File: src/rtl/uart_tx_fifo_ctrl.sv
// uart_tx_fifo_ctrl: transmit byte FIFO plus frame launcher for the UART transmitter.
// Buffers host bytes, pops one per frame, holds tx_data and frame config stable
// until tx_done, and aborts a frame through a watchdog if tx_done never arrives.
module uart_tx_fifo_ctrl #(
  parameter int unsigned DEPTH      = 16,
  parameter int unsigned GAP_CYCLES = 0,
  parameter int unsigned TIMEOUT    = 32
) (
  input  logic                       tx_clk,
  input  logic                       rst,
  input  logic [7:0]                 in_data,
  input  logic                       in_valid,
  output logic                       in_ready,
  input  logic [3:0]                 cfg_length,
  input  logic                       cfg_parity_type,
  input  logic                       cfg_parity_en,
  input  logic                       cfg_stop2,
  input  logic                       clr_err,
  input  logic                       tx_done,
  output logic                       tx_start,
  output logic [7:0]                 tx_data,
  output logic [3:0]                 length,
  output logic                       parity_type,
  output logic                       parity_en,
  output logic                       stop2,
  output logic [$clog2(DEPTH):0]     fifo_level,
  output logic                       busy,
  output logic                       err_timeout
);

  localparam int unsigned AW = $clog2(DEPTH);
  localparam int unsigned LW = AW + 1;
  localparam int unsigned WW = $clog2(TIMEOUT);
  localparam int unsigned GW = (GAP_CYCLES > 1) ? $clog2(GAP_CYCLES) : 1;

  typedef enum logic [1:0] {
    IDLE   = 2'd0,
    LAUNCH = 2'd1,
    BUSY   = 2'd2,
    GAP    = 2'd3
  } state_e;

  state_e          state_q;
  logic [7:0]      mem_q [DEPTH];
  logic [AW-1:0]   wr_ptr_q;
  logic [AW-1:0]   rd_ptr_q;
  logic [LW-1:0]   level_q;
  logic [LW-1:0]   level_d;
  logic            in_ready_q;
  logic            tx_start_q;
  logic [7:0]      tx_data_q;
  logic [3:0]      length_q;
  logic            parity_type_q;
  logic            parity_en_q;
  logic            stop2_q;
  logic            busy_q;
  logic            err_q;
  logic [WW-1:0]   wd_q;
  logic [GW-1:0]   gap_q;

  logic            push_c;
  logic            pop_c;
  logic [3:0]      length_san_c;

  // Handshake and pop qualification; a full FIFO refuses pushes regardless of a same-cycle pop.
  assign push_c       = in_valid && in_ready_q;
  assign pop_c        = (state_q == IDLE) && (level_q != '0);
  assign level_d      = level_q + LW'(push_c) - LW'(pop_c);
  assign length_san_c = ((cfg_length >= 4'd5) && (cfg_length <= 4'd8)) ? cfg_length : 4'd8;

  // Byte storage; contents need no reset since the pointers define validity.
  always_ff @(posedge tx_clk) begin
    if (push_c) begin
      mem_q[wr_ptr_q] <= in_data;
    end
  end

  // FIFO pointers, occupancy and registered ready.
  always_ff @(posedge tx_clk or posedge rst) begin
    if (rst) begin
      wr_ptr_q   <= '0;
      rd_ptr_q   <= '0;
      level_q    <= '0;
      in_ready_q <= 1'b1;
    end else begin
      if (push_c) begin
        wr_ptr_q <= wr_ptr_q + AW'(1);
      end
      if (pop_c) begin
        rd_ptr_q <= rd_ptr_q + AW'(1);
      end
      level_q    <= level_d;
      in_ready_q <= (level_d != LW'(DEPTH));
    end
  end

  // Frame launcher FSM with watchdog, inter-frame gap and latched frame config.
  always_ff @(posedge tx_clk or posedge rst) begin
    if (rst) begin
      state_q       <= IDLE;
      tx_start_q    <= 1'b0;
      tx_data_q     <= 8'h00;
      length_q      <= 4'd8;
      parity_type_q <= 1'b0;
      parity_en_q   <= 1'b0;
      stop2_q       <= 1'b0;
      busy_q        <= 1'b0;
      err_q         <= 1'b0;
      wd_q          <= '0;
      gap_q         <= '0;
    end else begin
      // Clear first so a timeout later in this block takes precedence.
      if (clr_err) begin
        err_q <= 1'b0;
      end
      case (state_q)
        IDLE: begin
          if (pop_c) begin
            state_q       <= LAUNCH;
            busy_q        <= 1'b1;
            tx_start_q    <= 1'b1;
            tx_data_q     <= mem_q[rd_ptr_q];
            length_q      <= length_san_c;
            parity_type_q <= cfg_parity_type;
            parity_en_q   <= cfg_parity_en;
            stop2_q       <= cfg_stop2;
          end
        end
        LAUNCH: begin
          state_q    <= BUSY;
          tx_start_q <= 1'b0;
          wd_q       <= '0;
        end
        BUSY: begin
          if (tx_done) begin
            if (GAP_CYCLES > 0) begin
              state_q <= GAP;
              gap_q   <= '0;
            end else begin
              state_q <= IDLE;
              busy_q  <= 1'b0;
            end
          end else if (wd_q == WW'(TIMEOUT - 1)) begin
            // Transmitter hung: drop the byte and flag it.
            state_q <= IDLE;
            busy_q  <= 1'b0;
            err_q   <= 1'b1;
          end else begin
            wd_q <= wd_q + WW'(1);
          end
        end
        GAP: begin
          if (gap_q == GW'(GAP_CYCLES - 1)) begin
            state_q <= IDLE;
            busy_q  <= 1'b0;
          end else begin
            gap_q <= gap_q + GW'(1);
          end
        end
        default: begin
          state_q <= IDLE;
          busy_q  <= 1'b0;
        end
      endcase
    end
  end

  assign in_ready    = in_ready_q;
  assign tx_start    = tx_start_q;
  assign tx_data     = tx_data_q;
  assign length      = length_q;
  assign parity_type = parity_type_q;
  assign parity_en   = parity_en_q;
  assign stop2       = stop2_q;
  assign fifo_level  = level_q;
  assign busy        = busy_q;
  assign err_timeout = err_q;

endmodule

File: config.mk
export PLATFORM = sky130hd
export DESIGN_NAME = uart_tx_fifo_ctrl
export DESIGN_NICKNAME = d
export VERILOG_FILES = /design/src/rtl/uart_tx_fifo_ctrl.sv
export SDC_FILE = /design/constraint.sdc
export NUM_CORES = 1
export LEC_CHECK = 0
export CORE_AREA = 5 5 119 121
export CTS_CLUSTER_DIAMETER = 200
export CTS_CLUSTER_SIZE = 25
export DETAILED_ROUTE_END_ITERATION = 6
export DIE_AREA = 0 0 124 126
export MAX_ROUTING_LAYER = met4
export PLACE_DENSITY_LB_ADDON = 0.12
export SYNTH_ARGS = -nofsm -noshare
export SYNTH_HDL_FRONTEND = slang
export SYNTH_SLANG_ARGS = --single-unit
export TNS_END_PERCENT = 5
File: constraint.sdc
create_clock -name tx_clk -period 5.1 [get_ports tx_clk]
set_input_delay 0.765 -clock tx_clk [delete_from_list [all_inputs] [get_ports tx_clk]]
set_output_delay 0.765 -clock tx_clk [all_outputs]
set_load 0.005 [all_outputs]
## Word-level counts from Yosys, hierarchy flattened

Memory sizes are Yosys's and may differ from the RTL's. A register that Yosys moved wholly into a read port is not among the register bits.
Index checks and enable logic that the tools add are counted.

| word-level totals | value |
|---|---|
| register bits | 32 |
| memory bits (writable) | 128 |
| bits of input ports | 20 |
| memories kept | 1 |

Memory list:

| memory | depth | bits a word | read ports | clocked after Yosys merged registers in | wr ports | line | RTL |
|---|---|---|---|---|---|---|---|
| mem_q | 16 | 8 | 1 | 1 | 1 | 44 | `logic [7:0] mem_q [DEPTH];` |

| cells by class | value |
|---|---|
| add/sub/neg operators | 6 |
| magnitude comparators | 2 |
| eq/ne operators | 10 |
| multiplexer cells | 22 |
| reduce and logical (&&, ||, !) cells | 13 |

Operators with widths:

| kind | number |
|---|---|
| $mux W1 | 11 |
| $mux W5 | 2 |
| $pmux W5 S2 | 1 |
| $add A4 B1 Y4 const B | 2 |
| $mux W2 | 4 |
| $ne A2 B2 Y1 const B | 4 |
| $pmux W2 S4 | 1 |
| $reduce_and A3 Y1 | 2 |
| $add A5 B1 Y5 | 1 |
| $add A5 B1 Y5 const B | 1 |
| $eq A5 B5 Y1 const B | 1 |
| $ne A5 B5 Y1 const B | 1 |
| $reduce_bool A5 Y1 | 1 |
| $sub A5 B1 Y5 | 1 |
| $eq A2 B2 Y1 const B | 2 |
| $ge A4 B3 Y1 const B | 1 |
| $le A4 B4 Y1 const B | 1 |
| $mux W4 | 1 |
| $reduce_and A2 Y1 | 2 |
| $reduce_and A4 Y1 | 1 |
| $reduce_bool A2 Y1 | 2 |
| $logic_and A1 B1 Y1 | 3 |
| $ne A3 B3 Y1 const B | 1 |
| $pmux W1 S3 | 1 |
| 5 further kinds | 5 |

## Logic depth before layout (Yosys ltp)

| depth | value |
|---|---|
| depth after elaboration | 4 |
| gate-level depth with buffers | 14 |

## Worst setup path after synthesis

Ideal clock, no wire load.

| timing path | value |
|---|---|
| kind | register -> register |
| start | register level_q[3] (netlist: fifo_level[3]) |
| end | register in_ready_q (netlist: in_ready) |
| library setup time | 0.086 ns |
| data arrival time | 2.563 ns |
| required time | 5.014 ns |
| path slack | 2.451 ns |
| cell stages (with the launch flop) | 15 |
| cells stage by stage | dfrtp_1 inv_1 ha_1 nor4b_2 or3_1 buf_2 inv_2 ha_1 inv_1 ha_1 fa_1 a21oi_1 o21bai_1 xnor2_1 nand3b_1 |

| on the way | value |
|---|---|
| longest elaborated chain between the ends | 4 |
| elaborated cells between the ends (all ways) | 5 |
| classes of those cells | add/sub (2); eq/ne (1); reduce/logical (2) |

Ends and longest elaborated chain:

| item | line | RTL |
|---|---|---|
| from (decl) | 47 | `logic [LW-1:0] level_q;` |
| from (signal assigned) | 92 | `level_q <= level_d;` |
| $reduce_bool A5 Y1 | 67 | `assign pop_c = (state_q == IDLE) && (level_q != '0);` |
| $logic_and A1 B1 Y1 | 67 |  |
| named net pop_c | 62 | `logic pop_c;` |
| $sub A5 B1 Y5 | 68 | `assign level_d = level_q + LW'(push_c) - LW'(pop_c);` |
| named net level_d[4] | 48 | `logic [LW-1:0] level_d;` |
| $ne A5 B5 Y1 | 93 | `in_ready_q <= (level_d != LW'(DEPTH));` |
| to (signal assigned) | 93 |  |
| to (decl) | 49 | `logic in_ready_q;` |

The timed path passes the listed nets, and every way through them passes these cells.
A chain may end at the register's enable or synchronous reset.

## Worst setup path in the final report

| timing path | value |
|---|---|
| start | register level_q[2] (netlist: fifo_level[2]) |
| end | register in_ready_q (netlist: in_ready) |

The elaborated chain is that of the path after synthesis.

==> summary.md <==
• **Post-synth EDFFs** 128
• **largest stage delay on the critical path** 0.40 ns
• **smallest setup slack after layout** 1.98 ns
• **Worst R2R End** in_ready
• **H-Tree Depth** 4
• **# DRC** 0
• **number of cell instances on the worst register-to-register path** 14
• **transition time at the pin with the least slew margin** 1.13 ns
• **TritonCTS clock tree** built
• **commonest cells after routing, fill and taps aside** sky130_fd_sc_hd__edfxtp_1, sky130_fd_sc_hd__clkdlybuf4s50_1, sky130_fd_sc_hd__dfrtp_1
• **horizontal extent of the die** 124 µm
• **number of antenna violations at the first check in global routing** 0
• **worst setup slack for register-to-register paths** 1.98 ns
• **flop and latch count out of synthesis** 168
• **cell chosen for the clock root** sky130_fd_sc_hd__clkbuf_16
• **Post-CTS Setup Repair Bufs** 0
• **Critical Path End Type** flip-flop
• **status** finished clean
• **number of antenna diodes** 0
• **number of filler instances in the final layout** 988
• **leakage dissipation** 2.92 nW
• **Post-layout nets** 462
• **path category of the worst min-delay check** flip-flop to flip-flop
• **power density normalized to cell area** 570 nW/µm²
• **mapped cell area** 6830 µm²
• **startpoint class of the critical path** flip-flop
• **Mapped Nets** 412
• **final-report setup violation count** 0
• **most frequent standard cell in the layout excluding fill and tap cells** sky130_fd_sc_hd__edfxtp_1
• **Detailed Route Iter0 Violations** 203
• **largest net degree at the start of global routing** 41
• **number of port buffers** 43
• **Final Max Tran Viols** 0
• **half-perimeter wire length after detailed placement** 8230 µm
• **final weighted congestion in routability-driven placement** 0.783
• **Post-CTS Hold Fix Bufs** 0
• **final routed wirelength across all metal layers** 12600 µm
• **critical path class** flip-flop to flip-flop
• **placeable core region** 13000 µm²
• **io pins** 44
• **maximum fanout encountered on the critical timing path** 27
• **setup repair after global routing missed its margin** false
• **Mapped Avg Cell Area** 18.1 µm²
• **Hold Crit Start** wd_q[3]
• **reg-to-reg critical path startpoint** fifo_level[2]
• **ordered cell list for the critical path** inv_1 > ha_1 > nor4b_2 > or3_1 > buf_4 > inv_2 > ha_1 > inv_1 > ha_1 > fa_1 > a21oi_1 > o21bai_1 > xnor2_1 > nand3b_1
• **Max Fclk** 0.321 GHz
• **primary flip-flop cell chosen by synthesis mapping** sky130_fd_sc_hd__edfxtp_1
• **worst hold path stage count** 1
• **fin crit share** 61.1%
• **ratio of cells with drive above 1 in the final layout** 13.4%
• **required time at the endpoint of the critical path** 5.44 ns
• **clock insertion delay at the later pin of the skew report** 0.42 ns
• **hold_ws** 0.467 ns
• **maximum VDD drop** 0.304 mV
• **total of warnings raised by yosys** 0
• **Worst Hold Endpoint** wd_q[3]
• **proportion of synthesized flip-flops having asynchronous set or reset** 23.8%
• **std cell rows** 42
• **most repeated library cell on the critical path** sky130_fd_sc_hd__ha_1
• **drt pass-1 iters** 4
• **Final Hold Viols** 0
• **largest buffer count on any clock path** 2
• **initial core utilization** 52.7%
• **Max-cap violations** 0
• **wire length of the first global-routing pass** 19900 µm
• **count of cells resized by post-cts repair** 0
• **area enclosed by the die boundary** 15600 µm²
• **total negative slack** 0 ns
• **Final Critical Period** 3.12 ns
• **Max-Slew Margin vs Limit** 24.4%
• **via count** 3443
• **cell type of the slowest stage on the worst timing path** sky130_fd_sc_hd__dfrtp_1
• **DP Worst Slack** 1.95 ns
• **worst clock skew on the final layout** 0.00762 ns
• **clock transition at the registers of the reported paths** 0.06 ns
• **post-DR wirelength/cell** 20.4 µm
• **number of global-route vias before repair** 3549
• **GRT Total Usage** 18.1%
• **number of sinks driven by the clock tree** 168
• **Inserted Clock Buffers** 17
• **remaining global-route overflow** 0
• **number of distinct standard cells referenced by the synthesized netlist** 44
• **remaining antenna violation count after routing** 0
• **layout overhead on the synthesized area** 16.7%
• **arrival time at the worst endpoint** 3.46 ns
• **die boundary height** 126 µm
• **Seq/Total Area, Yosys** 70.9%
• **Synth Instances** 378
• **per-cell via count in the routed design** 5.58
==> power by group <==
group	internal, mW	leakage [nW]	total, mW	switching, mW
clock	0.767	0.291	1.27	0.499
combinational	0.697	0.985	1.34	0.640
sequential	1.72	1.64	1.94	0.215
==> cell usage after synthesis (all sizes together) (2+ instances only) <==
library cell	number	area, µm²
nand2	30	113
mux2i	8	80.1
xnor2	6	52.6
dfrtp	38	951
dfstp	2	52.6
inv	10	37.5
mux4	32	766
nor3	2	10.0
edfxtp	128	3840
a21o	9	67.6
a211oi	8	60.1
nor2	5	18.8
buf	16	135
nand3	7	35.0
o21a	2	15.0
o21ai	9	45.0
a21oi	2	10.0
nor4b	2	30.0
ha	13	163
nand2b	3	18.8
nor2b	3	18.8
and3	6	37.5
xor2	4	35.0
o22ai	8	50.1
and2	13	81.3
==> kinds of logic (layout without fill, tap and decap cells) <==
group,count (synthesis),after routing,share of synthesized area (%)
AO/OA/AOI/OAI,41,41,3.94
flip-flops,168,168,70.9
buffers and inverters,26,89,2.53
adder cells (fa/ha/maj),14,14,2.67
XOR/XNOR,10,10,1.28
multiplexers,41,41,12.5
AND/OR/NAND/NOR,78,78,6.12
==> worst max-delay path, delay by kind of cell, from the launching register on <==
kind                     cells  cell delay (ns)
AO/OA/AOI/OAI                2             0.25
AND/OR/NAND/NOR              3             0.55
buffers and inverters        4             0.58
adder cells (fa/ha/maj)      4             1.06
XOR/XNOR                     1             0.22
flip-flops                   1             0.40
==> worst max-delay path by stage <==
stage                              from       end  slack (ns)  depth (start not counted)
after floorplan           fifo_level[3]  in_ready        2.45                         14
after global placement    fifo_level[3]  in_ready        2.05                         14
after detailed placement  fifo_level[2]  in_ready        1.95                         14
after CTS                 fifo_level[2]  in_ready        1.92                         14
after global routing      fifo_level[3]  in_ready        1.68                         14
final                     fifo_level[2]  in_ready        1.98                         14
==> metal layers <==
layer	wire (µm)	global-route usage, %	vias up
li1	-	-	1587
met3	659	4.57	16
met1	5500	23.7	1760
met2	6230	27.4	80
met5	0	-	-
met4	208	6.89	0
==> through the flow <==
step / util, % / instances / total power [mW] / instance area (µm²)
after floorplan: - / 378 / 2.88 / 6830
after global placement: 56.9 / 585 / 3.29 / 7380
after detailed placement: 56.9 / 585 / 3.33 / 7380
after CTS: 61.4 / 617 / 4.59 / 7970
after global routing: 61.4 / 617 / 4.80 / 7970
final: 61.4 / 617 / 4.54 / 7970
==> sequential cells by signal, indices dropped and copies added (netlist names), 2 cells and up <==
signal and flops:
rd_ptr_q 4, mem_q 128, tx_data 8, fifo_level 5, wr_ptr_q 4, wd_q 5, length 4, state_q 2
==> layout make-up <==
class / count / area (µm²) / share of cell area, %
clock inverter: 9 / 114 / 1.43
sequential: 168 / 4850 / 60.8
timing repair buffer: 47 / 460 / 5.78
multi-input combinational: 184 / 1810 / 22.8
tap: 176 / 220 / 2.76
inverter: 10 / 37.5 / 0.471
clock buffer: 23 / 479 / 6.01
Note: power is estimated with default switching activity, not from simulation.
==> edit (same settings) <==
Register the output `fifo_level` once more, without a reset; this adds one clock of latency there. The other outputs are not delayed to match.
--- a/src/rtl/uart_tx_fifo_ctrl.sv
+++ b/src/rtl/uart_tx_fifo_ctrl.sv
@@ -172,7 +172,9 @@
   assign parity_type = parity_type_q;
   assign parity_en   = parity_en_q;
   assign stop2       = stop2_q;
-  assign fifo_level  = level_q;
+  always_ff @(posedge tx_clk) begin
+    fifo_level <= level_q;
+  end
   assign busy        = busy_q;
   assign err_timeout = err_q;
 
Check against the original RTL: not equivalent (Yosys sat finds a counterexample within 4 cycles, from zero or initial values and one cycle with rst high).
==> edit against the original RTL <==
Cell count rose by 0.49%; routed wire length rose by 3.2%; synthesized area rose by 1.6%; global-route usage rose by 0.71 points; sequential cell count rose by 5; setup slack got worse by 420 ps; sequential power rose by 4%; design area rose by 0.99%; count of clock-buffer cells in the layout fell by 2; total power rose by 1.4%; core utilization rose by 0.61 points.
==> edit: results (changes against the original RTL) <==
- Tightest Pin Transition: 879 ps (-255 ps)
- CP Max Fanout: 27 (unchanged)
- Top post-synthesis cells by area: edfxtp_1 (55%), dfrtp_1 (14%), mux4_2 (6.5%), mux4_1 (4.5%), ha_1 (2.3%)
- Placement Cell Area: 7480 um^2 (+1.3%)
- GP Congestion: 0.800 (+2.2%)
- Met1 WL: 5.80 mm (+5.5%)
- Distinct cells, synth: 43 (-2.3%)
- Hold Worst Slack: 405 ps (-62.0 ps)
- H-tree levels: 4 (unchanged)
- Async SR Flop Fraction: 23.1% (-0.69 points)
- Fraction of layout instances using a drive strength above 1: 13.3% (-0.090 points)
- Flop2flop setup slack: 1560 ps (-420 ps)
- Fin nets: 465 (+0.65%)
- Detail Route met3 WL: 673 um (+2.1%)
- Final WL: 13.0 mm (+3.2%)
- First DRT Iteration DRCs: 211 (+3.9%)
- Outcome: finished, final reports clean
- HPWL Detailed: 8.51 mm (+3.5%)
- Fin Clk Skew: 8.96 ps (+1.34 ps)
- Max FFs per register: 128 (unchanged)
- Post-synth top cells: edfxtp_1 (128), dfrtp_1 (38), nand2_1 (29)
- Vias in the first global route: 3486 (-1.8%)
- EDFF count, synth: 128 (unchanged)
- Mapped Nets: 416 (+0.97%)
- Slowest CP cell: or3_1
- Via density: 5.50 (-1.4%)
- Met2 wire length: 6.28 mm (+0.92%)
- Worst VDD drop: 0.343 mV (+13%)
==> edit: cells by family after synthesis <==
group / after synthesis / synth area share, %
flip-flops: 173 / 71.3
multiplexers: 42 / 12.5
AND/OR/NAND/NOR: 77 / 5.84
buffers and inverters: 27 / 2.65
adder cells (fa/ha/maj): 14 / 2.63
XOR/XNOR: 12 / 1.51
AO/OA/AOI/OAI: 37 / 3.61
==> edit: worst paths after layout <==
kind,endpoint,from,depth (start not counted)
setup reg to reg,in_ready$_DFF_PP1_,level_q[3]$_DFF_PP0_,13
min in group asynchronous,wd_q[0]$_DFFE_PP0P_,rst,3
setup / recovery,in_ready$_DFF_PP1_,level_q[3]$_DFF_PP0_,13
hold / removal,fifo_level[2]$_DFF_P_,level_q[2]$_DFF_PP0_,0
hold reg to reg,fifo_level[2]$_DFF_P_,level_q[2]$_DFF_PP0_,0
max in group asynchronous,length[3]$_DFFE_PP1P_,rst,3
==> edit: area by class of cell <==
cell class | instances | area [um^2]
Tap cell | 176 | 220
Sequential cell | 173 | 4950
Fill cell | 955 | 4930
Clock inverter | 11 | 135
Multi-Input combinational cell | 182 | 1810
Timing Repair Buffer | 47 | 460
Clock buffer | 21 | 440
Inverter | 10 | 37.5
==> edit: metal layers <==
| metal | up-vias | global-route usage [%] |
|---|---|---|
| met5 | - | - |
| met4 | 0 | 5.99 |
| met3 | 17 | 5.11 |
| met2 | 87 | 27.5 |
| met1 | 1729 | 26.0 |
| li1 | 1577 | - |
==> edit: worst max-delay path, delay by kind of cell (launching register included) <==
kind | cells | cell delay (ps)
AOI/OAI and AO/OA | 2 | 260
buffers and inverters | 3 | 390
adders and majority gates | 4 | 1080
and+or+nand+nor | 3 | 1130
xor gates and xnor gates | 1 | 200
DFF | 1 | 400
==> edit: power breakdown <==
part	switching [mW]	internal, mW
Combinational	0.658	0.696
Sequential	0.220	1.79
Clock	0.519	0.727
Total	1.40	3.21
==> edit: metrics by stage <==
stage / std cells / setup WS (ps)
2_1_floorplan: 382 / 2460
3_3_place_gp: 588 / 1630
3_5_place_dp: 588 / 1520
4_1_cts: 620 / 1490
5_1_grt: 620 / 1180
6_report: 620 / 1560
